**src/rtl/core_pkg.sv**
```systemverilog
// rtl/core_pkg.sv - shared fetch types: controller state and word address
package core_pkg;

  typedef enum logic [1:0] {
    RUN    = 2'd0,
    FLUSH  = 2'd1,
    RESUME = 2'd2
  } fetch_ctrl_state_e;

  typedef logic [29:0] word_addr_t;

endpackage

```
**src/rtl/fencei_walker.sv**
```systemverilog
// rtl/fencei_walker.sv - walks every icache set through the invalidate port
module fencei_walker
  import core_pkg::*;
#(
  parameter int IC_SETS = 64,
  parameter int SET_W   = $clog2(IC_SETS)
) (
  input  logic             clk_core,
  input  logic             reset_n,
  input  logic             active,
  input  logic             ic_inv_ack,
  output logic             ic_inv_req,
  output logic [SET_W-1:0] ic_inv_set,
  output logic             done
);

  localparam logic [SET_W-1:0] LAST_SET = SET_W'(IC_SETS - 1);

  logic [SET_W-1:0] set_cnt_q, set_cnt_d;
  logic             last;

  assign last       = (set_cnt_q == LAST_SET);
  assign ic_inv_req = active;
  assign ic_inv_set = set_cnt_q;
  assign done       = active & ic_inv_ack & last;

  always_comb begin
    set_cnt_d = set_cnt_q;
    if (!active) begin
      set_cnt_d = '0;
    end else if (ic_inv_ack) begin
      set_cnt_d = last ? '0 : set_cnt_q + SET_W'(1);
    end
  end

  always_ff @(posedge clk_core or negedge reset_n) begin
    if (!reset_n) begin
      set_cnt_q <= '0;
    end else begin
      set_cnt_q <= set_cnt_d;
    end
  end

endmodule

```
**src/rtl/fetch_ctrl.sv**
```systemverilog
// rtl/fetch_ctrl.sv - fetch0 PC owner: next-PC mux, held redirect, fence.i sequencing
module fetch_ctrl
  import core_pkg::*;
#(
  parameter int         IC_SETS  = 64,
  parameter word_addr_t RESET_PC = 30'h0,
  parameter int         SET_W    = $clog2(IC_SETS)
) (
  input  logic             clk_core,
  input  logic             reset_n,
  input  logic             fe1_stall,
  input  logic             de_setpc,
  input  logic [29:0]      de_newpc,
  input  logic             csr_kill_setpc,
  input  logic [29:0]      csr_newpc,
  input  logic             csr_fe_inhibit,
  input  logic             csr_fencei,
  input  logic [29:0]      csr_fencei_pc,
  input  logic [31:0]      csr_satp,
  output logic             fe0_read_req,
  output logic [8:0]       fe0_read_asid,
  output logic [29:0]      fe0_read_addr,
  output logic             fe0_valid,
  output logic             ic_inv_req,
  output logic [SET_W-1:0] ic_inv_set,
  input  logic             ic_inv_ack,
  output logic             fencei_busy
);

  fetch_ctrl_state_e state_q, state_d;
  word_addr_t        pc_q, pc_d, pend_pc_q, pend_pc_d, next_addr;
  logic              pend_v_q, pend_v_d, pend_csr_q, pend_csr_d;
  logic              run, fence_go, issue, flush_done;

  assign run      = (state_q == RUN);
  assign fence_go = run & csr_fencei;
  assign issue    = run & ~csr_fencei & ~csr_fe_inhibit & (~fe1_stall | csr_kill_setpc);

  // A decode redirect behind a pending CSR redirect comes from a killed path.
  always_comb begin
    if (csr_kill_setpc)                next_addr = csr_newpc;
    else if (de_setpc && !pend_csr_q)  next_addr = de_newpc;
    else if (pend_v_q)                 next_addr = pend_pc_q;
    else                               next_addr = pc_q;
  end

  // Outputs are forced low while reset is asserted, since the mux is combinational.
  assign fe0_read_req  = issue & reset_n;
  assign fe0_valid     = fe0_read_req;
  assign fe0_read_addr = reset_n ? next_addr : '0;
  assign fe0_read_asid = csr_satp[30:22];
  assign fencei_busy   = ~run;

  fencei_walker #(
    .IC_SETS(IC_SETS),
    .SET_W  (SET_W)
  ) u_walker (
    .clk_core  (clk_core),
    .reset_n   (reset_n),
    .active    (state_q == FLUSH),
    .ic_inv_ack(ic_inv_ack),
    .ic_inv_req(ic_inv_req),
    .ic_inv_set(ic_inv_set),
    .done      (flush_done)
  );

  always_comb begin
    state_d    = state_q;
    pc_d       = pc_q;
    pend_pc_d  = pend_pc_q;
    pend_v_d   = pend_v_q;
    pend_csr_d = pend_csr_q;
    if (issue) begin
      pc_d       = next_addr + 30'd1;
      pend_v_d   = 1'b0;
      pend_csr_d = 1'b0;
    end else if (fence_go) begin
      pend_pc_d  = csr_fencei_pc;
      pend_v_d   = 1'b1;
      pend_csr_d = 1'b1;
    end else if (csr_kill_setpc) begin
      pend_pc_d  = csr_newpc;
      pend_v_d   = 1'b1;
      pend_csr_d = 1'b1;
    end else if (de_setpc && !pend_csr_q) begin
      pend_pc_d  = de_newpc;
      pend_v_d   = 1'b1;
    end
    case (state_q)
      RUN:     if (csr_fencei) state_d = FLUSH;
      FLUSH:   if (flush_done) state_d = RESUME;
      default: state_d = RUN;
    endcase
  end

  always_ff @(posedge clk_core or negedge reset_n) begin
    if (!reset_n) begin
      state_q    <= RUN;
      pc_q       <= RESET_PC;
      pend_pc_q  <= '0;
      pend_v_q   <= 1'b0;
      pend_csr_q <= 1'b0;
    end else begin
      state_q    <= state_d;
      pc_q       <= pc_d;
      pend_pc_q  <= pend_pc_d;
      pend_v_q   <= pend_v_d;
      pend_csr_q <= pend_csr_d;
    end
  end

endmodule

```
**config.mk**
```make
export PLATFORM = sky130hd
export DESIGN_NAME = fetch_ctrl
export DESIGN_NICKNAME = d
export VERILOG_FILES = /design/src/rtl/core_pkg.sv /design/src/rtl/fencei_walker.sv /design/src/rtl/fetch_ctrl.sv
export SDC_FILE = /design/constraint.sdc
export NUM_CORES = 1
export LEC_CHECK = 0
export ABC_CLOCK_PERIOD_IN_PS = 2900
export CORE_UTILIZATION = 42
export DETAILED_ROUTE_END_ITERATION = 7
export PLACE_DENSITY = 0.78
export SLEW_MARGIN = 20
export SYNTH_ARGS = -nofsm -noshare
export SYNTH_HDL_FRONTEND = slang
export SYNTH_HIERARCHICAL = 1
export SYNTH_SLANG_ARGS = --single-unit
```
**constraint.sdc**
```tcl
create_clock -name clk_core -period 2.9 [get_ports clk_core]
set_input_delay 0.87 -clock clk_core [delete_from_list [all_inputs] [get_ports clk_core]]
set_output_delay 0.87 -clock clk_core [all_outputs]
set_load 0.01 [all_outputs]
```
Word level (Yosys, flattened, before mapping)
Cells that the tools add are included.
Word-level totals
  output and inout port bits: 49
  memory bits (writable): 0
  bits in read-only memories: 0
  flip-flop bits (word level): 70
  bits in latches: 0
  memories kept: 0
Operators by class
  multipliers: 0
  eq/ne operators: 5
  divide/modulo/power cells: 0
  muxes and demuxes: 20
  $add $sub $neg: 2
  shifts and indexed selects: 0
  bitwise logic cells: 13
  $lt $le $gt $ge: 0
  reductions and logical operators: 8
Operators with widths (count)
  2-to-1 mux 30 bit: 7
  adder 30 x 1 -> 30 bit, second input constant: 1
  2-to-1 mux 6 bit: 3
  AND 1 bit: 7
  2-to-1 mux 1 bit: 7
  adder 6 x 1 -> 6 bit, second input constant: 1
  == test 6 bit, second input constant: 1
  != test 2 bit, second input constant: 3
  nonzero test 3 bit: 2
  NOT 1 bit: 5
  2-to-1 mux 2 bit: 2
  case mux 2 bit (2 select lines): 1
  AND reduction 2 bit: 2
  nonzero test 4 bit: 1
  == test 2 x 1 -> 1 bit, second input constant: 1
  zero test 2 bit: 1
  logical AND 1 bit: 1
  zero test 1 bit: 1
  bitwise OR 1 bit: 1

Depth between registers and ports, before layout
  word-level depth: 6
  gate-level depth with buffers: 12
  mapped depth without buffers: 8

Cells and area by module
Netlist, hierarchy kept.
By module, submodules not included
  fetch_ctrl: area each 4906.0 µm², cells each 600, instances 1
  fencei_walker: area each 349.1 µm², cells each 36, instances 1

Worst setup path after synthesis
OpenSTA, ideal clock, no wires.
  kind: input port to output port
  start: in csr_kill_setpc
  end: out fe0_valid
  data arrival time: 2.222 ns
  buffers on the path: 5
  stages on the path: 7
  setup slack: -0.192 ns
  cell sequence: buf_4 -> buf_4 -> clkbuf_1 -> o21ai_1 -> buf_4 -> nor2_1 -> buf_4
Between the ends
  cells in the longest elaborated chain, start to end: 3
RTL lines
  from (decl): line fetch_ctrl.sv:14  | input logic csr_kill_setpc,
  bitwise OR 1 bit: line fetch_ctrl.sv:37  | assign issue = run & ~csr_fencei & ~csr_fe_inhibit & (~fe1_stall | csr_kill_setpc);
  AND 1 bit: line fetch_ctrl.sv:37
  AND 1 bit: line fetch_ctrl.sv:48  | assign fe0_read_req = issue & reset_n;
  to (decl): line fetch_ctrl.sv:23  | output logic fe0_valid,
Every way passes these cells.

Worst setup path in the final report
  start: in de_setpc
  end: reg pc_q[24]
Between the ends
  cells in the longest elaborated chain, start to end: 4
RTL lines
  from (decl): line fetch_ctrl.sv:12  | input logic de_setpc,
  logical AND 1 bit: line fetch_ctrl.sv:42  | else if (de_setpc && !pend_csr_q) next_addr = de_newpc;
  2-to-1 mux 30 bit: line fetch_ctrl.sv:42
  2-to-1 mux 30 bit: line fetch_ctrl.sv:41  | if (csr_kill_setpc) next_addr = csr_newpc;
  adder 30 x 1 -> 30 bit: line fetch_ctrl.sv:74  | pc_d = next_addr + 30'd1;
  to (signal assigned): line fetch_ctrl.sv:105  | pc_q <= pc_d;
  to (decl): line fetch_ctrl.sv:31  | word_addr_t pc_q, pc_d, pend_pc_q, pend_pc_d, next_addr;
Every way passes these cells.
A chain may end at the register's enable or synchronous reset.

==> results.json <==
{
  "syn_inst": 636,
  "p_int_mw": 2.78,
  "use_met3_pct": 3.40,
  "grt_use_met2_pct": 49.9,
  "worst_slew_pin_slew_ns": 0.536,
  "clk_pin_slew_ns": 0.06,
  "layout_min_cycle_time_ns": 2.96,
  "critical_path.max_stage_delay_ns": 0.32,
  "yosysWarnings": 6,
  "setup-tns-final_ns": -0.101,
  "final-hold-violation-count": 0,
  "synth_ff_type": "dfrtp_1",
  "cts_made_buffers": 9,
  "crit_chain": "buf_6 -> nor3b_4 -> buf_12 -> buf_8 -> a22oi_2 -> buf_4 -> a222oi_1 -> buf_4 -> nand4_4 -> buf_4 -> nor4_4 -> xor2_1 -> o21ai_1",
  "drt-total-wl_um": 19000,
  "power_density_nw_per_um2": 469,
  "clk_path_buf_depth": 2,
  "skew_ns": 0.00565,
  "ys_seq_area_share_pct": 33.3,
  "ys_ff_latch": 70,
  "drc": 0,
  "p_sw_share_pct": 31.3,
  "path_class": "in -> reg",
  "grt_pass1_wl_um": 28700,
  "syn2layout_area_growth_pct": 64.0,
  "setup_viol": 6,
  "maxCapViolations": 0,
  "n_antenna_cell": 0,
  "pwr-share-clk_pct": 29.5,
  "start_util_pct": 43.4,
  "synth_edf_count": 0,
  "fmax_ghz": 0.338,
  "power.leakage_nw": 4.04,
  "port_buffers": 137,
  "vias": 6050,
  "ant_nets": 0,
  "core.rowCount": 40,
  "crit_path_max_fanout": 6,
  "core_area_um2": 12100,
  "grt_remaining_overflow": 0,
  "syn_nets": 768,
  "clk_latency_ns": 0.33,
  "maxSlewHeadroom_pct": 64.2,
  "die-area_um2": 13000,
  "worst_ir_drop_vdd_uv": 272,
  "drive_above_1_share_pct": 36.0,
  "cts.sinks": 70,
  "cp.arrival_ns": 3.15,
  "whs_ns": 0.473,
  "rsz0062_at_grt": "true",
  "grt_max_degree": 52,
  "drt-initial-drc-count": 486,
  "synth_cell_types": 61,
  "cp-end-kind": "register",
  "avgSynthCellArea_um2": 8.26,
  "cp.required_ns": 3.09,
  "hpwl_um": 12300,
  "final.setup.worst_slack_ns": -0.0570,
  "min_path_type": "reg -> reg",
  "wl_per_cell_um": 17.5,
  "cpMostUsedCell": "buf_4",
  "grt_pass1_vias": 6011,
  "clockRootBuffer": "clkbuf_16",
  "die_h_um": 114,
  "vias_per_cell": 5.57,
  "crit_slowest_cell": "a222oi_1",
  "grtUsageMet1_pct": 34.2,
  "die_w_um": 114,
  "globalplace.congestion": 0.890,
  "placed_cell_area_um2": 7650,
  "globalRoute.busiestLayer": "met2",
  "status": "finished with violations",
  "ios": 179,
  "finalMaxSlewViolations": 0,
  "antenna_found_initial": 0,
  "critPathLaunchType": "input port",
  "violations": "setup timing",
  "design_area_um2": 8620,
  "htree_num_levels": 3,
  "power.switching_mw": 1.26,
  "first_pass_iters": 6,
  "grt_use_total_pct": 28.1,
  "syn_area_um2": 5260,
  "cts_tree": "built",
  "period_share_pct": 102,
  "async_flop_share_pct": 100,
  "pwr-share-comb_pct": 35.7,
  "nets": 1046,
  "p_seq_share_pct": 34.9
}
-- synthesized netlist by cell type, drive strengths merged, types with 2 or more instances --
master | number | area share, %
nor4b | 2 | 0.57
a21oi | 50 | 4.8
xnor2 | 13 | 2.2
nand2 | 93 | 6.6
o31ai | 6 | 1.0
inv | 7 | 0.50
nand2b | 5 | 0.60
a22oi | 23 | 3.6
a222oi | 2 | 0.38
mux2 | 20 | 4.3
o21ai | 55 | 5.2
o22ai | 5 | 0.60
and2 | 19 | 2.3
ha | 2 | 0.48
mux2i | 34 | 6.5
a22o | 3 | 0.50
and4 | 3 | 0.50
a211oi | 6 | 1.0
nor2 | 62 | 4.4
nand3b | 2 | 0.29
nand3 | 23 | 2.4
or2 | 2 | 0.24
nand4b | 3 | 0.50
nand4 | 9 | 1.4
a31oi | 2 | 0.24
nor3 | 12 | 1.4
dfrtp | 70 | 33
and3 | 2 | 0.24
xor2 | 12 | 2.0
nor4 | 7 | 1.1
nor3b | 7 | 1.2
clkbuf | 24 | 1.7
nor2b | 6 | 0.71
a211o | 2 | 0.38
buf | 31 | 4.8
-- flip-flops by register name, summed over array words and instances, names as in the netlist --
name and flops:
pc_q 30, pend_pc_q 30, u_walker/ic_inv_set 6, state_q 2
pend_csr_q 1, pend_v_q 1
-- metrics by stage --
stage / power [mW] / utilization, % / std cells / setup slack [ns]
finish: 4.04 / 71.1 / 1087 / -0.0570
global route: 4.24 / 71.1 / 1087 / -0.127
CTS: 3.97 / 69.6 / 1075 / -0.0678
detailed placement: 2.73 / 63.2 / 1022 / -0.893
global placement: 2.67 / 63.2 / 1022 / -0.845
floorplan: 2.07 / - / 636 / -0.0119
-- worst max-delay path, delay by kind of cell --
kind                      cells  cell delay (ns)
and+or+nand+nor               3             0.72
AOI/OAI and AO/OA             3             0.45
xor gates and xnor gates      1             0.19
buffers and inverters         6             0.91
-- path summary, 6_finish.rpt --
path | to | start | cells after the start | slack [ns]
worst max register to register | pc_q[24]$_DFFE_PN0P_ | pend_csr_q$_DFFE_PN0P_ | 13 | 0.03
max in group asynchronous | pend_csr_q$_DFFE_PN0P_ | reset_n | 3 | 1.75
worst min-delay path | pc_q[2]$_DFFE_PN0P_ | pc_q[2]$_DFFE_PN0P_ | 2 | 0.47
min in group asynchronous | pend_pc_q[28]$_DFFE_PN0P_ | reset_n | 3 | 0.71
worst min register to register | pc_q[2]$_DFFE_PN0P_ | pc_q[2]$_DFFE_PN0P_ | 2 | 0.47
worst max-delay path | pc_q[24]$_DFFE_PN0P_ | de_setpc | 13 | -0.06
-- power by group through the flow --
stage	sequential [mW]	combinational (mW)	clock (mW)
after detailed placement	1.41	1.32	0
final	1.41	1.44	1.19
after CTS	1.40	1.38	1.19
after global placement	1.39	1.28	0
after floorplan	1.37	0.693	0
after global routing	1.44	1.56	1.24
-- cell type report --
type                    count  area, um2
well taps                 168        210
inverters                   8       30.0
fillers                   851       3500
multi-input cells         503       3490
flip-flops and latches     70       1750
clock inverters             4       70.1
repair buffers            322       2820
clock buffers              12        246
-- cell families after synthesis --
logic type	synth area share, %
adders and majority gates	0.476
xor gates and xnor gates	4.17
AOI/OAI and AO/OA	19.3
DFF	33.3
buffers and inverters	7.07
and+or+nand+nor	24.9
muxes	10.8
-- cells in the final DEF, fill, tap and decap left out, drive strengths merged, types with 9 or more instances in the layout --
master         count
o21ai             55
xor2              12
nand4              9
nor2              62
dfrtp             70
and2              19
clkdlybuf4s50     93
nand3             23
nand2             93
clkbuf            15
xnor2             13
a22oi             23
mux2              20
nor3              12
a21oi             50
buf              213
mux2i             34
-- timing repair --
item                       in CTS  in global routing
setup endpoints to repair      58                 53
hold buffers                    0                  0
gates cloned                    1                  0
buffers inserted               37                 14
gates resized for setup       171                 55
pin swaps                      35                 31
-- metal layers --
layer	vias up	share of wire [%]
li1	2816	-
met1	2924	41
met2	260	51
met3	50	5.4
met4	0	2.8
met5	-	0
(Power assumes the default switching activity.)
